**src/rtl/if_fetch_unit.sv**
```systemverilog
// if_fetch_unit: instruction-fetch stage. Holds the PC, issues word fetches,
// buffers returned instructions in an in-order queue for the decoder and
// discards stale responses after a taken-branch redirect.
module if_fetch_unit #(
    parameter int                ADDR_W   = 64,
    parameter logic [ADDR_W-1:0] RESET_PC = '0,
    parameter int                QDEPTH   = 4
) (
    input  logic              clk,
    input  logic              rst_n,
    output logic              imem_req,
    output logic [ADDR_W-1:0] imem_addr,
    input  logic              imem_rvalid,
    input  logic [31:0]       imem_rdata,
    input  logic              redirect,
    input  logic [ADDR_W-1:0] redirect_pc,
    output logic              inst_valid,
    input  logic              inst_ready,
    output logic [31:0]       instruction,
    output logic [ADDR_W-1:0] inst_pc
);

    localparam int PW = (QDEPTH > 1) ? $clog2(QDEPTH) : 1;
    localparam int CW = $clog2(QDEPTH + 1);
    localparam logic [CW+1:0] QD_L = QDEPTH[CW+1:0];

    logic [ADDR_W-1:0] pc;

    // instruction queue: {word, pc}
    logic [31:0]       q_word [QDEPTH];
    logic [ADDR_W-1:0] q_pc   [QDEPTH];
    logic [PW-1:0]     q_head;
    logic [PW-1:0]     q_tail;
    logic [CW-1:0]     count;

    // PCs of live outstanding requests, oldest first
    logic [ADDR_W-1:0] pf_pc [QDEPTH];
    logic [PW-1:0]     pf_head;
    logic [PW-1:0]     pf_tail;

    logic [CW-1:0]     inflight;
    logic [CW-1:0]     drop;

    logic [CW+1:0]     credit_used;
    logic              issue;
    logic              resp_drop;
    logic              resp_take;
    logic              deq;
    logic [ADDR_W-1:0] target;

    assign credit_used = {2'b00, inflight} + {2'b00, drop} + {2'b00, count};
    assign imem_req    = rst_n & ~redirect & (credit_used < QD_L);
    assign imem_addr   = pc;
    assign issue       = imem_req;

    // A response with nothing outstanding is a protocol violation and is ignored.
    assign resp_drop   = imem_rvalid & (drop != '0);
    assign resp_take   = imem_rvalid & (drop == '0) & (inflight != '0);

    assign inst_valid  = rst_n & (count != '0);
    assign deq         = inst_valid & inst_ready;
    assign instruction = q_word[q_head];
    assign inst_pc     = q_pc[q_head];
    assign target      = {redirect_pc[ADDR_W-1:2], 2'b00};

    // Control state: PC, pointers and credit counters; redirect overrides all.
    always_ff @(posedge clk) begin
        if (!rst_n) begin
            pc       <= RESET_PC;
            count    <= '0;
            inflight <= '0;
            drop     <= '0;
            q_head   <= '0;
            q_tail   <= '0;
            pf_head  <= '0;
            pf_tail  <= '0;
        end else if (redirect) begin
            // Every live request becomes a discard credit; a response
            // arriving this cycle retires one of them either way.
            pc       <= target;
            count    <= '0;
            inflight <= '0;
            drop     <= drop + inflight - CW'(resp_drop | resp_take);
            q_head   <= '0;
            q_tail   <= '0;
            pf_head  <= '0;
            pf_tail  <= '0;
        end else begin
            if (issue) begin
                pc      <= pc + ADDR_W'(4);
                pf_tail <= pf_tail + PW'(1);
            end
            if (resp_take) begin
                q_tail  <= q_tail + PW'(1);
                pf_head <= pf_head + PW'(1);
            end
            if (deq) begin
                q_head <= q_head + PW'(1);
            end
            inflight <= inflight + CW'(issue) - CW'(resp_take);
            drop     <= drop - CW'(resp_drop);
            count    <= count + CW'(resp_take) - CW'(deq);
        end
    end

    // Storage arrays: record issued PCs and capture accepted responses.
    always_ff @(posedge clk) begin
        if (issue) begin
            pf_pc[pf_tail] <= pc;
        end
        if (resp_take) begin
            q_word[q_tail] <= imem_rdata;
            q_pc[q_tail]   <= pf_pc[pf_head];
        end
    end

endmodule

```
**config.mk**
```make
export PLATFORM = sky130hd
export DESIGN_NAME = if_fetch_unit
export DESIGN_NICKNAME = d
export VERILOG_FILES = /design/src/rtl/if_fetch_unit.sv
export SDC_FILE = /design/constraint.sdc
export NUM_CORES = 1
export LEC_CHECK = 0
export CAP_MARGIN = 40
export CORE_MARGIN = 2
export CORE_UTILIZATION = 50
export DETAILED_ROUTE_END_ITERATION = 7
export DONT_BUFFER_PORTS = 1
export GPL_TIMING_DRIVEN = 0
export PLACE_DENSITY_LB_ADDON = 0.12
export SETUP_SLACK_MARGIN = 0.4
export SLEW_MARGIN = 0
export SYNTH_ARGS = -nofsm -noshare
export SYNTH_HDL_FRONTEND = slang
export SYNTH_SLANG_ARGS = --single-unit
```
**constraint.sdc**
```tcl
create_clock -name clk -period 14.2 [get_ports clk]
set_clock_uncertainty 0.15 [all_clocks]
set_input_delay 4.26 -clock clk [delete_from_list [all_inputs] [get_ports clk]]
set_output_delay 4.26 -clock clk [all_outputs]
set_load 0.03 [all_outputs]
```
Yosys cells after proc, flatten, opt, wreduce, memory -nomap -nowiden
Memories as Yosys holds them, arrays and structs flattened. A register that Yosys moved wholly into a read port is not among the register bits.
Index checks and enable logic that the tools add are counted.
Operators by class
  add/sub/neg operators: 14
  magnitude comparators: 1
  mux-type cells: 13
  bitwise operators: 10
  reduce and logical (&&, ||, !) cells: 6
Operators by type and width (number)
  $mux 64: 2
  $add 64x3->64 const B: 1
  $mux 2: 6
  $sub 3x1->3: 4
  $reduce_bool 3->1: 3
  $add 2x1->2 const B: 4
  $and 1x1->1: 7
  $add 3x1->3: 2
  $add 4x3->5: 1
  $lt 5x3->1 const B: 1
  $add 3x3->4: 1
  $mux 1: 4
  $add 3x3->3: 1
  $logic_not 3->1: 1
  $mux 3: 1
  $not 1->1: 2
  $reduce_bool 2->1: 1
  $reduce_or 2->1: 1
  $or 1x1->1: 1
Storage, ports and cells
  bits in registers: 81
  RAM bits: 640
  output and inout port bits: 162
  memories: 3
Memories
  pf_pc: depth 4, width 64, read ports 1, clocked after memory_dff 1, write ports 1, RTL line 37  | logic [ADDR_W-1:0] pf_pc [QDEPTH];
  q_pc: depth 4, width 64, read ports 1, clocked after memory_dff 1, write ports 1, RTL line 31  | logic [ADDR_W-1:0] q_pc [QDEPTH];
  q_word: depth 4, width 32, read ports 1, clocked after memory_dff 1, write ports 1, RTL line 30  | logic [31:0] q_word [QDEPTH];

Longest topological paths before layout
Gate-level depths: netlist of the first run.
  depth after elaboration: 6
  depth in mapped cells: 15
  mapped depth without buffers: 14

Worst setup path before layout of the first run
Ideal clock, no wire load.
  path type: input to output
  start point: input port redirect
  end point: output port imem_req
  arrival time: 5.463 ns
  data required time: 9.790 ns
  path slack: 4.327 ns
  cell stages on the path: 6
  buffers on the path: 2
  cell sequence: nand2b_1 clkbuf_1 a211oi_4 nand2_4 inv_2 buf_2
On the way
  longest elaborated chain between the ends: 3
RTL lines
  from (decl): RTL line 15  | input logic redirect,
  $not 1->1: RTL line 52  | assign imem_req = rst_n & ~redirect & (credit_used < QD_L);
  $and 1x1->1 (2 in series): RTL line 52
  to (decl): RTL line 11  | output logic imem_req,
Every way passes these cells.

Worst setup path after layout of the first run
Same ends and word-level chain as after synthesis.

==> results.py, run 1 <==
metrics = {
    "run_status": {
        "status": "complete, no violations",
    },
    "global_route": {
        "grt_pass1_wl_mm": 97.1,
        "grt-ovfl-total": 0,
        "grt_antenna_before_repair": 13,
        "grt_start_max_net_pins": 53,
        "track_usage_pct": 23.5,
        "grt_pass1_vias": 14400,
    },
    "sta": {
        "post-route-min-period_ns": 10.75,
        "finalCritPeriodShare_pct": 75.7,
        "grt_setup_unrepaired": "no",
        "final_hold_viol_count": 0,
        "setup_viol": 0,
        "setup_tns_ns": 0,
        "slew_headroom_pct": 41.3,
        "drv_slew": 0,
        "tightest_slew_ns": 0.879,
        "hold-worst-slack_ns": 0.350,
        "fmax_ghz": 0.0930,
        "setup_slack_ns": 3.45,
    },
    "detailed_routing": {
        "ant_nets": 0,
        "via_per_inst": 6.15,
        "drt-total-wl_mm": 65.6,
        "num_vias": 14300,
        "remaining_drc_errors": 0,
        "first_iter_violations": 1130,
        "first_pass_iters": 5,
        "wl_per_cell_um": 28.2,
    },
    "power": {
        "swShare_pct": 22.4,
        "powerDensity_nw_per_um2": 144,
        "combPwrFrac_pct": 5.3,
        "seqPwrFrac_pct": 54.1,
        "power.switching_mw": 1.01,
        "irDropWorstVdd_uv": 93.3,
        "clkPwrFrac_pct": 40.7,
        "leakage_nw": 9.72,
        "p_int_mw": 3.50,
    },
    "critical_path": {
        "slowest_delay_ns": 0.65,
        "crit_arrival_ns": 6.34,
        "crit_path_end_kind": "primary output",
        "startpoint_type": "input pin",
        "critical_path.slowest_cell": "a211oi_4",
        "cp_max_fo": 11,
        "critical_path_class": "in -> out",
        "crit_chain": "nand2b_1 > clkbuf_1 > a211oi_4 > nand2_4 > inv_2 > buf_2",
        "cp.required_ns": 9.79,
        "r2r_slack_ns": 9.58,
    },
    "placement": {
        "dpl_cell_area_um2": 28900,
        "io_buffers": 0,
        "dp_hpwl_mm": 43.5,
        "detailedPlace.worstSlack_ns": 3.50,
        "place.gp.congestion": 0.891,
    },
    "clocking": {
        "h-tree-depth": 3,
        "ctsResizeCount": 0,
        "clkTransAtPathRegs_ns": 0.06,
        "cts_tree": "built",
        "cts_hold_buf": 0,
        "clkSinkCount": 707,
        "cts_root_buf": "clkbuf_16",
        "postCtsSetupRepairBufs": 0,
        "clock_latency_ns": 0.61,
        "cts_made_buffers": 74,
        "clockBufferDepth": 3,
    },
    "floorplan": {
        "start_util_pct": 50.8,
        "die_width_um": 239,
        "die_y_um": 239,
        "die_area_um2": 56900,
        "core_area_um2": 54100,
        "fp-row-count": 85,
        "ios": 263,
    },
    "synth": {
        "syn_area_um2": 27500,
        "yosysTopAreaCell": "edfxtp_1",
        "ys_warn_count": 0,
        "synthTopCellsByArea": "edfxtp_1 68%, mux4_2 13%, dfxtp_1 6.0%",
        "synth_edf_count": 624,
        "synth_flop_cell": "edfxtp_1",
        "synth-seq-cells": 707,
        "yosysSeqAreaShare_pct": 74.1,
        "synth_cell_types": 68,
        "async_flop_share_pct": 0,
        "syn_inst": 1461,
        "syn_area_per_cell_um2": 18.8,
        "synth_top_area_share_pct": 68.1,
    },
    "finish": {
        "final_net_count": 1692,
        "drive_above_1_share_pct": 19.8,
        "fillCellCount": 4008,
        "area_growth_pct": 13.5,
        "fin_area_um2": 31200,
    },
    "flow_run": {
        "maxCapViolCount": 0,
    },
    "worst_hold_path": {
        "worstHoldPathType": "reg -> reg",
    },
}
[worst paths after layout]
path,start,endpoint,depth (start not counted)
setup / recovery,redirect,imem_req,6
setup reg to reg,count[1],inflight[2],15
hold reg to reg,pf_tail[1],pf_tail[1],2
hold / removal,pf_tail[1],pf_tail[1],2
[cell usage after synthesis, types with 9 or more instances]
cell and instances:
nand2_1 83, o311ai_0 10, a21oi_1 40, ha_1 20, nor4_1 14, mux4_2 156, clkbuf_1 46, nor3_1 15
buf_2 10, buf_1 11, edfxtp_1 624, and3_1 26, xnor2_1 18, o21ai_0 19, nand3_1 29, inv_1 29
nor2_1 57, dfxtp_1 83, and4_1 9, nand4_1 21, and2_1 10, a31oi_1 14, a22oi_1 10
[registers in the layout, summed over array words and instances (netlist names), 3 cells and up, named ones only]
signal	cells
count	3
pf_pc	248
imem_addr	62
inflight	3
q_word	128
drop	3
q_pc	248
[logic make-up after synthesis]
kind of cell / after synthesis / share of synthesized area (%)
AO/OA/AOI/OAI: 133 / 3.19
XOR/XNOR: 22 / 0.700
adder cells (fa/ha/maj): 26 / 1.35
buffers and inverters: 103 / 1.53
flip-flops: 707 / 74.1
multiplexers: 172 / 13.4
other: 1 / 0.0136
AND/OR/NAND/NOR: 297 / 5.68
[metrics by stage]
step / cells / total power, mW / util [%]
floorplan: 1464 / 2.62 / -
global placement: 2160 / 2.71 / 52.5
detailed placement: 2185 / 2.72 / 53.4
CTS: 2314 / 4.55 / 57.7
global route: 2317 / 4.67 / 57.7
finish: 2321 / 4.51 / 57.7
[power by group through the flow]
stage	logic [mW]	registers, mW	clock network (mW)
floorplan	0.169	2.45	0
global placement	0.224	2.48	0
detailed placement	0.238	2.48	0
CTS	0.239	2.44	1.88
global route	0.260	2.44	1.97
finish	0.238	2.44	1.83
[cell usage in the layout, fill, tap and decap left out, types with 9 or more instances in the layout]
| cell type | instances |
|---|---|
| edfxtp_1 | 624 |
| mux4_2 | 156 |
| nand2_1 | 83 |
| dfxtp_1 | 83 |
| clkbuf_16 | 77 |
| clkbuf_1 | 65 |
| nor2_1 | 57 |
| a21oi_1 | 40 |
| inv_1 | 29 |
| nand3_1 | 29 |
| and3_1 | 22 |
| nand4_1 | 21 |
| ha_1 | 20 |
| o21ai_0 | 19 |
| xnor2_1 | 18 |
| clkinv_1 | 16 |
| nor3_1 | 15 |
| a31oi_1 | 14 |
| nor4_1 | 14 |
| buf_16 | 12 |
| buf_1 | 11 |
| buf_2 | 10 |
| o311ai_0 | 10 |
| a22oi_1 | 10 |
| and4_1 | 9 |
| clkinv_2 | 9 |
[area by class of cell]
class                      instances  area (um^2)  share of cell area (%)
timing repair buffer              25          494                    1.58
antenna                            7         17.5                  0.0561
inverter                          31          116                   0.373
buffer                            72          305                   0.978
sequential                       707        20400                    65.3
tap                              696          871                    2.79
clock buffer                      96         2000                    6.40
clock inverter                    33          290                   0.930
multi-input combinational        654         6740                    21.6
[routing by layer]
layer	wire length, um	up-vias	GRT usage (%)
met5	86	-	0
met4	1670	14	7.88
met3	6250	120	8.30
met2	31400	528	37.1
met1	26100	7446	30.7
li1	-	6163	-
[worst max-delay path: cells and delay by family]
family / cells / cell delay [ns]
AO/OA/AOI/OAI: 1 / 0.65
buffers and inverters: 3 / 1.14
AND/OR/NAND/NOR: 2 / 0.27
No activity file was read; power rests on OpenSTA's default activity.
==> inputs of run 2 (changes only) <==
Clock period 14.2 ns to 10.7 ns, I/O delays scaled along.
==> results of run 2 <==
The final DEF is identical to that of run 1. Status: complete, no violations.
Main changes from that run: setup slack after placement 3.50 ns -> 2.10 ns; setup slack after layout 3.45 ns -> 2.05 ns; register-to-register setup slack 9.58 ns -> 6.08 ns; total power 4.51 mW -> 5.98 mW; worst IR drop on VDD 93.3 uV -> 124 uV
==> RTL edit: new RTL, flow settings as in run 2 <==
Change the parameter `QDEPTH` from 4 to 8.
--- a/src/rtl/if_fetch_unit.sv
+++ b/src/rtl/if_fetch_unit.sv
@@ -4,7 +4,7 @@
 module if_fetch_unit #(
     parameter int                ADDR_W   = 64,
     parameter logic [ADDR_W-1:0] RESET_PC = '0,
-    parameter int                QDEPTH   = 4
+    parameter int                QDEPTH   = 8
 ) (
     input  logic              clk,
     input  logic              rst_n,
Formal check against the unedited RTL: no difference found for any inputs over 4 cycles, from zero or initial values and one cycle with rst_n low; that may be too few to reach the edited logic, so the function may still have changed.
==> RTL edit against run 2 <==
Critical path type unchanged; worst setup slack improved by 650 ps; synthesized area rose by 89%; via count is 82% higher; cell area rose by 95%; utilization up 1.4 points; wire length is 96% higher; sequential cell count rose by 633; critical endpoint is now inst_valid; combinational power increased by 91%; sequential power rose by 85%; total power is 87% higher.
==> RTL edit: results (changes against run 2) <==
* HPWL after detailed placement at 89,700 um (+110%)
* Worst-path clk slew at 70 ps
* Max clock buf depth at 3 (unchanged)
* Crit path max-delay family: compound AO/OA/AOI/OAI gates
* GRT Overall Usage at 24.4% (+0.89 points)
* Crit path largest cell delay at 780 ps (+130 ps)
* Placed Cells at 4,062 (+86%)
* Post-cts resize count at 0 (unchanged)
* Post-DR vias/cell at 5.98 (-2.7%)
* Outcome: finished clean
* Static leakage at 19.0 nW (+95%)
* Clock Latency Late Sink at 750 ps (+140 ps)
* Largest regs: pf_pc x496, q_pc x496, q_word x256
* Final cell count without fillers at 4,331 (+87%)
* Max VDD drop at 0.123 mV (-0.65%)
* Final #Nets at 2,963 (+75%)
* Area after DPL at 56,600 um^2 (+96%)
* Synth warnings at 0 (unchanged)
* Num CTS Buffers at 140 (+89%)
* Synthesized area per cell at 21.0 um^2 (+12%)
* Gpl congestion at 0.861 (-3.4%)
* Synth cell types at 57 (-16%)
* Worst hold path type: reg2reg
* Asr flop ratio synth at 0% (unchanged)
* Synth top cells by count: 1,248 x edfxtp_1, 312 x mux4_2, 156 x mux2_2, 92 x dfxtp_1, 89 x clkbuf_1
* Initial DRC count at 2,436 (+120%)
* Vias in the first global route at 27.0k (+88%)
* Htree depth at 4 (+1)
* Max FO, Critical Path at 10 (-1)
* Clock root buffer: clkbuf_16
* CP Data Arrival Time at 4640 ps (-650 ps)
* Synth area leaders: edfxtp_1 72%, mux4_2 13%, dfxtp_1 3.5%, mux2_2 3.4%, clkbuf_1 0.64%
* Routed WL at 129,000 um (+96%)
* Sequential fraction of the synthesis area at 75.5% (+1.3 points)
* DR pass1 iterations at 5 (unchanged)
* Largest net degree at the start of global routing at 22 (-58%)
* Layout cells sized above 1 at 30.6% (+11 points)
* First-pass GRT wire length at 187,000 um (+92%)
* Worst path slowest cell: a21oi_1
* Relative slew slack at 32.9% (-8.4 points)
* Post-CTS Setup Bufs at 0 (unchanged)
* Post-synth EDFFs at 1,248 (+100%)
* Initial antenna violation count at 22 (+9)
* Pre-CTS setup slack at 2730 ps (+635 ps)
RTL edit: cell types whose count changed in the layout (fill, tap and decap cells not counted), sizes merged, moves of 11 or more:
cell and delta:
nor3 +16, clkbuf +129, and3 -14, mux2 +145, o311ai -11, nor4b +11
buf +195, a21oi -14, edfxtp +624, a211oi +11, mux4 +156, clkinv +35
nand2 -37, o21ai +30
RTL edit: logic make-up after synthesis:
family                   Yosys count  share of synthesized area [%]
flip-flops                      1340                           75.5
multiplexers                     475                           17.0
AND/OR/NAND/NOR                  289                           3.10
buffers and inverters            164                           1.23
AO/OA/AOI/OAI                    141                           1.70
XOR/XNOR                          37                          0.622
adder cells (fa/ha/maj)           32                          0.855
other                              1                        0.00720
RTL edit: path summary, 6_finish.rpt:
kind | start | end | slack (ps) | cells after the start
max | rst_n | inst_valid | 2700 | 3
max reg2reg | inflight[3] | pf_pc[1][43] | 5750 | 14
min reg2reg | pf_head[1] | pf_head[1] | 370 | 2
min | pf_head[1] | pf_head[1] | 370 | 2
RTL edit: cell type report:
class	instances	area [um^2]
fill	7506	42300
sequential	1340	39300
multi-input combinational	978	12300
clock buffer	181	3890
timing repair buffer	206	2700
tap	1380	1730
buffer	130	515
clock inverter	68	438
inverter	34	128
antenna	14	35.0
RTL edit: tightest hold or removal path: cells and delay by family, from the launching register on:
kind            cells  cell delay, ps
flops               1             310
compound gates      1              80
simple gates        1              70
RTL edit: report_power, final:
| part | switching, mW | total [mW] | internal [mW] |
|---|---|---|---|
| Clock | 1.94 | 4.57 | 2.63 |
| Combinational | 0.375 | 0.601 | 0.227 |
| Sequential | 0.113 | 6.01 | 5.89 |
| Total | 2.43 | 11.2 | 8.75 |
RTL edit: layer usage:
layer	global-route usage (%)	share of wire [%]
met5	0	0.010
met4	7.58	2.8
met3	5.26	6.6
met2	40.2	50
met1	32.9	41
